===== config.mk =====
export PLATFORM = sky130hd
export DESIGN_NAME = fork_join_ctrl
export DESIGN_NICKNAME = d
export VERILOG_FILES = /design/src/rtl/fork_join_pkg.sv /design/src/rtl/fj_sat_counter.sv /design/src/rtl/fork_join_ctrl.sv
export SDC_FILE = /design/constraint.sdc
export NUM_CORES = 1
export LEC_CHECK = 0
export ABC_AREA = 1
export CORE_ASPECT_RATIO = 0.75
export CORE_MARGIN = 4
export CORE_UTILIZATION = 50
export CTS_BUF_LIST = sky130_fd_sc_hd__clkbuf_4
export CTS_CLUSTER_DIAMETER = 200
export DETAILED_ROUTE_END_ITERATION = 16
export PLACE_DENSITY = 0.8
export SYNTH_ARGS = -nofsm -noshare
export SYNTH_HDL_FRONTEND = slang
export SYNTH_SLANG_ARGS = --single-unit
export TNS_END_PERCENT = 30

===== constraint.sdc =====
create_clock -name clk -period 2.9 [get_ports clk]
set_input_delay 0.29 -clock clk [delete_from_list [all_inputs] [get_ports clk]]
set_output_delay 0.29 -clock clk [all_outputs]
set_load 0.01 [all_outputs]

===== src/rtl/fork_join_pkg.sv =====
`default_nettype none
// ============================================================================
// Module      : fork_join_pkg
// Description : Shared types and the fork-mode decode used by the fork/join
//               join collector.
// Revision    : 1.0 - initial release
// ============================================================================
package fork_join_pkg;

    typedef enum logic [1:0] {
        JOIN      = 2'b00,
        JOIN_ANY  = 2'b01,
        JOIN_NONE = 2'b10
    } mode_e;

    typedef enum logic [1:0] {
        IDLE      = 2'd0,
        WAIT_JOIN = 2'd1,
        DRAIN     = 2'd2
    } state_e;

    // The reserved encoding 2'b11 behaves exactly like a full JOIN.
    function automatic mode_e decode_mode(input logic [1:0] raw);
        mode_e m;
        case (raw)
            2'b01:   m = JOIN_ANY;
            2'b10:   m = JOIN_NONE;
            default: m = JOIN;
        endcase
        return m;
    endfunction

endpackage
`default_nettype wire


===== src/rtl/fj_sat_counter.sv =====
`default_nettype none
// ============================================================================
// Module      : fj_sat_counter
// Description : Clearable, enabled up-counter that sticks at its maximum.
// Revision    : 1.0 - initial release
// ============================================================================
module fj_sat_counter #(
    parameter int CW = 16
) (
    input  logic          clk,
    input  logic          rst_n,
    input  logic          clr,
    input  logic          en,
    output logic [CW-1:0] cnt
);

    logic [CW-1:0] cnt_q;
    logic [CW-1:0] cnt_d;

    // Clear has priority; otherwise count up while enabled, holding at all-ones.
    always_comb begin
        cnt_d = cnt_q;
        if (clr) begin
            cnt_d = '0;
        end else if (en && (cnt_q != {CW{1'b1}})) begin
            cnt_d = cnt_q + {{(CW-1){1'b0}}, 1'b1};
        end
    end

    // Counter register with synchronous active-low reset.
    always_ff @(posedge clk) begin
        if (!rst_n) begin
            cnt_q <= '0;
        end else begin
            cnt_q <= cnt_d;
        end
    end

    assign cnt = cnt_q;

endmodule
`default_nettype wire


===== src/rtl/fork_join_ctrl.sv =====
`default_nettype none
// ============================================================================
// Module      : fork_join_ctrl
// Description : Join collector for a fork/join dispatcher. Raises one request
//               per branch, gathers completions and releases a single
//               registered continuation pulse according to the join mode.
// Revision    : 1.0 - initial release
// ============================================================================
module fork_join_ctrl
    import fork_join_pkg::*;
#(
    parameter int N_BR = 2,
    parameter int CW   = 16
) (
    input  logic            clk,
    input  logic            rst_n,
    input  logic            fork_valid,
    output logic            fork_ready,
    input  logic [1:0]      fork_mode,
    output logic [N_BR-1:0] br_req,
    input  logic [N_BR-1:0] br_done,
    output logic            join_pulse,
    output logic [CW-1:0]   join_time,
    output logic            busy,
    output logic            err
);

    state_e          state_q,      state_d;
    mode_e           mode_q,       mode_d;
    logic [N_BR-1:0] pending_q,    pending_d;
    logic            join_pulse_q, join_pulse_d;
    logic [CW-1:0]   join_time_q,  join_time_d;
    logic            err_q,        err_d;

    logic            accept;
    logic [N_BR-1:0] hits;
    logic [CW-1:0]   elapsed;
    logic [CW-1:0]   elapsed_next;

    assign accept = fork_valid && (state_q == IDLE);
    assign hits   = br_done & pending_q;

    // The pulse is registered, so its join_time must be the elapsed value of
    // the pulse cycle, i.e. the counter's next value (saturating).
    assign elapsed_next = (elapsed == {CW{1'b1}}) ? elapsed
                                                  : elapsed + {{(CW-1){1'b0}}, 1'b1};

    fj_sat_counter #(
        .CW (CW)
    ) u_elapsed (
        .clk   (clk),
        .rst_n (rst_n),
        .clr   (accept),
        .en    (state_q != IDLE),
        .cnt   (elapsed)
    );

    // Next-state logic: branch bookkeeping, join decision and error capture.
    always_comb begin
        state_d      = state_q;
        mode_d       = mode_q;
        pending_d    = pending_q & ~br_done;
        join_pulse_d = 1'b0;
        join_time_d  = join_time_q;
        err_d        = err_q | (|(br_done & ~pending_q));

        case (state_q)
            IDLE: begin
                if (accept) begin
                    mode_d    = decode_mode(fork_mode);
                    pending_d = {N_BR{1'b1}};
                    if (decode_mode(fork_mode) == JOIN_NONE) begin
                        state_d      = DRAIN;
                        join_pulse_d = 1'b1;
                        join_time_d  = '0;
                    end else begin
                        state_d = WAIT_JOIN;
                    end
                end
            end
            WAIT_JOIN: begin
                // Leave one cycle after everything has drained, so the join
                // cycle itself is never also an accept cycle.
                if (pending_q == '0) begin
                    state_d = IDLE;
                end else if (mode_q == JOIN_ANY) begin
                    if (|hits) begin
                        join_pulse_d = 1'b1;
                        join_time_d  = elapsed_next;
                        if (pending_d != '0) begin
                            state_d = DRAIN;
                        end
                    end
                end else if (pending_d == '0) begin
                    join_pulse_d = 1'b1;
                    join_time_d  = elapsed_next;
                end
            end
            DRAIN: begin
                if (pending_q == '0) begin
                    state_d = IDLE;
                end
            end
            default: begin
                state_d = IDLE;
            end
        endcase
    end

    // State registers with synchronous active-low reset.
    always_ff @(posedge clk) begin
        if (!rst_n) begin
            state_q      <= IDLE;
            mode_q       <= JOIN;
            pending_q    <= '0;
            join_pulse_q <= 1'b0;
            join_time_q  <= '0;
            err_q        <= 1'b0;
        end else begin
            state_q      <= state_d;
            mode_q       <= mode_d;
            pending_q    <= pending_d;
            join_pulse_q <= join_pulse_d;
            join_time_q  <= join_time_d;
            err_q        <= err_d;
        end
    end

    assign fork_ready = (state_q == IDLE);
    assign br_req     = pending_q;
    assign busy       = |pending_q;
    assign join_pulse = join_pulse_q;
    assign join_time  = join_time_q;
    assign err        = err_q;

endmodule
`default_nettype wire


# Word-level counts from Yosys, hierarchy flattened
# Cells that the tools add are included.
# word_totals
ff_bits	40
out_inout_bits	22
# op_classes
n_mux	28
add_sub_neg	1
eq_ne	17
n_reduce_logical	15
bitwise	7
# ops
op	count
two-way mux 16 bit	7
one-hot mux 16 bit (2 select lines)	1
two-way mux 2 bit	11
adder 16 x 1 -> 16 bit, second input constant	1
equality test 16 bit, second input constant	1
!= test 16 bit, second input constant	1
!= test 3 bit, second input constant	5
OR reduction 2 bit	4
AND 2 bit	3
equality test 2 x 1 -> 1 bit, second input constant	3
equality test 2 bit, second input constant	3
zero test 2 bit	3
two-way mux 1 bit	6
one-hot mux 2 bit (3 select lines)	1
AND reduction 6 bit	1
nonzero test 2 bit	3
AND reduction 5 bit	1
!= test 2 x 1 -> 1 bit, second input constant	2
!= test 2 bit, second input constant	2
NOT 2 bit	2
one-hot mux 2 bit (2 select lines)	1
logical AND 1 bit	2
one-hot mux 1 bit (2 select lines)	1
AND reduction 2 bit	1
2 further kinds	2

# Depth between registers and ports, before layout
# logic_depth
depth_word	8
ltp_mapped	10

# By module
# From an unflattened synthesis, not the netlist that was laid out.
# unflattened
cells_unflattened	389
area_unflattened_um2	2419.8
# by_module_without_submodules
module	area_per_inst_um2	cells_each	n_inst
fork_join_ctrl	1508.9	236	1
fj_sat_counter	910.9	153	1

# Least setup slack after synthesis
# Ideal clock, no wire load.
# synth_timing
path_type	register to register
startpoint	register u_elapsed.cnt_q[0] (netlist: u_elapsed.cnt[0])
endpoint	register u_elapsed.cnt_q[10] (netlist: u_elapsed.cnt[10])
t_required_ps	2770
arrival_time_ps	1410
setup_time_ps	130
path_stages_with_launch	10
path_slack_ps	1360
path_cell_list	dfxtp_1 -> ha_1 -> nand2_2 -> nor2_4 -> nand2_4 -> nor2_8 -> nor2_2 -> buf_2 -> o21ai_0 -> nor2_1
# synth_between
elab_chain_len	2
word_cells_on_any_way	3
classes_between	1 x add/sub; 1 x eq/ne; 1 x reduce/logical
# synth_rtl
element	line	source
start: declaration	fj_sat_counter.sv:17	logic [CW-1:0] cnt_q;
start signal: assignment	fj_sat_counter.sv:35	cnt_q <= cnt_d;
parallel branches: the longest is 2 deep, another holds adder 16 x 1 -> 16 bit	-	
# Several ways; the timed one is not identified.
# A chain may end at the register's enable or synchronous reset.

# Final worst setup path
# layout_timing
startpoint	register u_elapsed.cnt_q[0] (netlist: u_elapsed.cnt[0])
endpoint	register u_elapsed.cnt_q[6] (netlist: u_elapsed.cnt[6])
# The elaborated chain is that of the path after synthesis.

==> run metrics <==
Gate power share 0.289; cell accounting for the most synthesized area dfxtp_1; switching power as a share of total power 0.364; Yosys warnings 0; Top FF cell, synth dfxtp_1; Post-Route Setup TNS 0 ps; vias in the first global route 1775; share of cells above drive strength 1 0.0631; H-tree level count 2; leftover overflow at the end of global routing 0; IO Pins 29; family of cells with the greatest summed delay on the critical path simple AND/OR/NAND/NOR gates; Fmax 506 MHz; average size of a mapped cell 6.64 sq um; Antenna Diode Count 0; count of hold buffers inserted by post-cts repair 0; Setup crit end kind register; Die Area 5130 sq um; CP cell instances ha_1, nand2_2, nor2_4, nand2_4, nor2_8, nor2_2, nand2_1, o21ai_1, nor2_1; Worst slew margin 0.442; Arr. time, crit path 2200 ps; max cap viols 0; Crit Path Category reg2reg; Finish-stage setup viols 0; total detailed-routing wirelength 4.94 mm; floorplan core area 3780 sq um; leakage component of the power 1.02 nW; Max stage delay cell, worst path nor2_2; top fanout value on the critical path 23; portion of total power attributed to the clock network 0.204; wire length of the first global-routing pass 8.33 mm; count of input and output buffers 28; clock transition at the registers of the reported paths 100 ps; fraction of registers with async set/reset 0; post-layout util 0.630; Layout fillers 349; Max stage delay on crit path 640 ps; CP Launch Type register; data required time at the worst endpoint 3130 ps; count of nets left with antenna violations after detail routing 0; status completed; sequential cell area fraction in the yosys report 0.397; Final nets 340; final worst slack 925 ps; detailed-router iteration count before antenna repair 4; worst setup skew after layout 14.1 ps; Inserted Clock Buffers 5; clock sink total 40; count of cells resized by post-cts repair 0; fin crit share 0.681; proportion of netlist area held by the largest area contributor 0.397; floorplan die width 81.4 um; Final Hold Violating Endpoints 0; buffer and inverter count on the worst path 0; Max Transition Viols Final 0; worst-case clock buffer depth 2; min Tclk post-route 1980 ps; Tot GR Track Use 0.207; cells taking the most area after synthesis dfxtp_1, nand2_1, a21oi_1; synthesized flop and latch total 40; CTS tree yes; number of setup buffers added after CTS 0; clock root buffer clkbuf_4; Cell Count, Final, Fillers Out 385; Reg power frac 0.507; Pwr Density 552 nW/um^2; pin count of the biggest net entering global routing 24; number of antenna violations at the first check in global routing 0; most common cell after layout, fill and taps aside nand2_1; dpl cells 377; worst IR drop on VDD 0.430 mV; placed wire-length estimate 3.75 mm; count of unresolved DRC violations after routing 0; effective utilization at floorplan 0.534; transition time of the tightest slew-check pin 836 ps; number of vias after detailed routing 1993; Cell Int Power 835 uW; reported net switching power 479 uW; number of enable flip-flop cells after synthesis 0; setup repair after global routing missed its margin no; count of standard-cell rows 19; number of unique standard cell types used by synthesis 27; gpl congestion 0.855; Synth-to-Final Area Change 17.9%; clock latency of the later-clocked register in the worst-skew pair 350 ps; power consumption 1.31 mW; cells after synthesis 304; worst slack after detailed placement 866 ps; vertical die dimension 63.0 um; Hold Path Class reg2reg; nets in the synthesized netlist 312; Initial DRC Count 132; average wire per standard cell 12.8 um; vias per cell 5.18; Post-Syn Area 2020 sq um; leading cell types in the layout, fill and taps excluded nand2_1, dfxtp_1, nor2_1
==> worst paths after layout <==
check        slack [ps]  cells after the start          endpoint             start
min                 470                      2      join_time[3]      join_time[3]
max                 920                      9  u_elapsed.cnt[6]  u_elapsed.cnt[0]
min reg2reg         470                      2      join_time[3]      join_time[3]
max reg2reg         920                      9  u_elapsed.cnt[6]  u_elapsed.cnt[0]
==> through the flow <==
stage / hold slack [ps] / area (sq um)
2_1_floorplan: 413 / 2020
3_3_place_gp: 452 / 2330
3_5_place_dp: 456 / 2330
4_1_cts: 472 / 2380
5_1_grt: 489 / 2380
6_report: 467 / 2380
==> kinds of logic (layout without fill, tap and decap cells) <==
family | count (synthesis) | in the layout | synth area share
simple gates | 164 | 164 | 0.349
fa+ha+maj | 1 | 1 | 0.00619
flops | 40 | 40 | 0.397
buf+inv | 42 | 71 | 0.0855
xor+xnor | 6 | 6 | 0.0260
compound gates | 51 | 51 | 0.136
==> metal layers <==
| layer | wire length, um | GRT usage | up-vias | share of wire |
|---|---|---|---|---|
| met2 | 2180 | 0.305 | 54 | 0.44 |
| met3 | 292 | 0.0461 | 6 | 0.059 |
| met4 | 42 | 0.0506 | 0 | 0.0085 |
| li1 | - | - | 1023 | - |
| met1 | 2430 | 0.303 | 910 | 0.49 |
| met5 | 0 | 0 | - | 0 |
==> sequential cells by signal, indices dropped and copies added, names as in the netlist <==
register / cells
state_q: 2
mode_q: 2
br_req: 2
join_time: 16
u_elapsed.cnt: 16
err: 1
join_pulse: 1
==> cell type report <==
type	count	area (sq um)	share of cell area
Clock buffer	5	37.5	0.0158
Multi-Input combinational cell	222	1050	0.439
Tap cell	52	65.1	0.0273
Sequential cell	40	801	0.336
Timing Repair Buffer	29	288	0.121
Clock inverter	3	13.8	0.00578
Inverter	34	130	0.0547
==> worst reg2reg max path, stage by stage (launching register included) <==
cell     delay, ps
dfxtp_1        370
ha_1           250
nand2_2        110
nor2_4          50
nand2_4        110
nor2_8          70
nor2_2         640
nand2_1        110
o21ai_1        120
nor2_1          50
==> power by group through the flow <==
stage,Combinational (mW),Clock (mW),Sequential (mW)
2_1_floorplan,0.269,0,0.668
3_3_place_gp,0.369,0,0.674
3_5_place_dp,0.378,0,0.676
4_1_cts,0.380,0.273,0.664
5_1_grt,0.432,0.300,0.673
6_report,0.380,0.268,0.666
==> synth_stat cells (all sizes together) (2+ instances only) <==
cell,number
clkbuf,3
nand2,98
buf,5
nand4,3
a211oi,2
nand3,22
nor2,40
inv,34
dfxtp,40
a21oi,29
o21ai,17
xor2,4
xnor2,2
No activity file was read; power rests on OpenSTA's default activity.
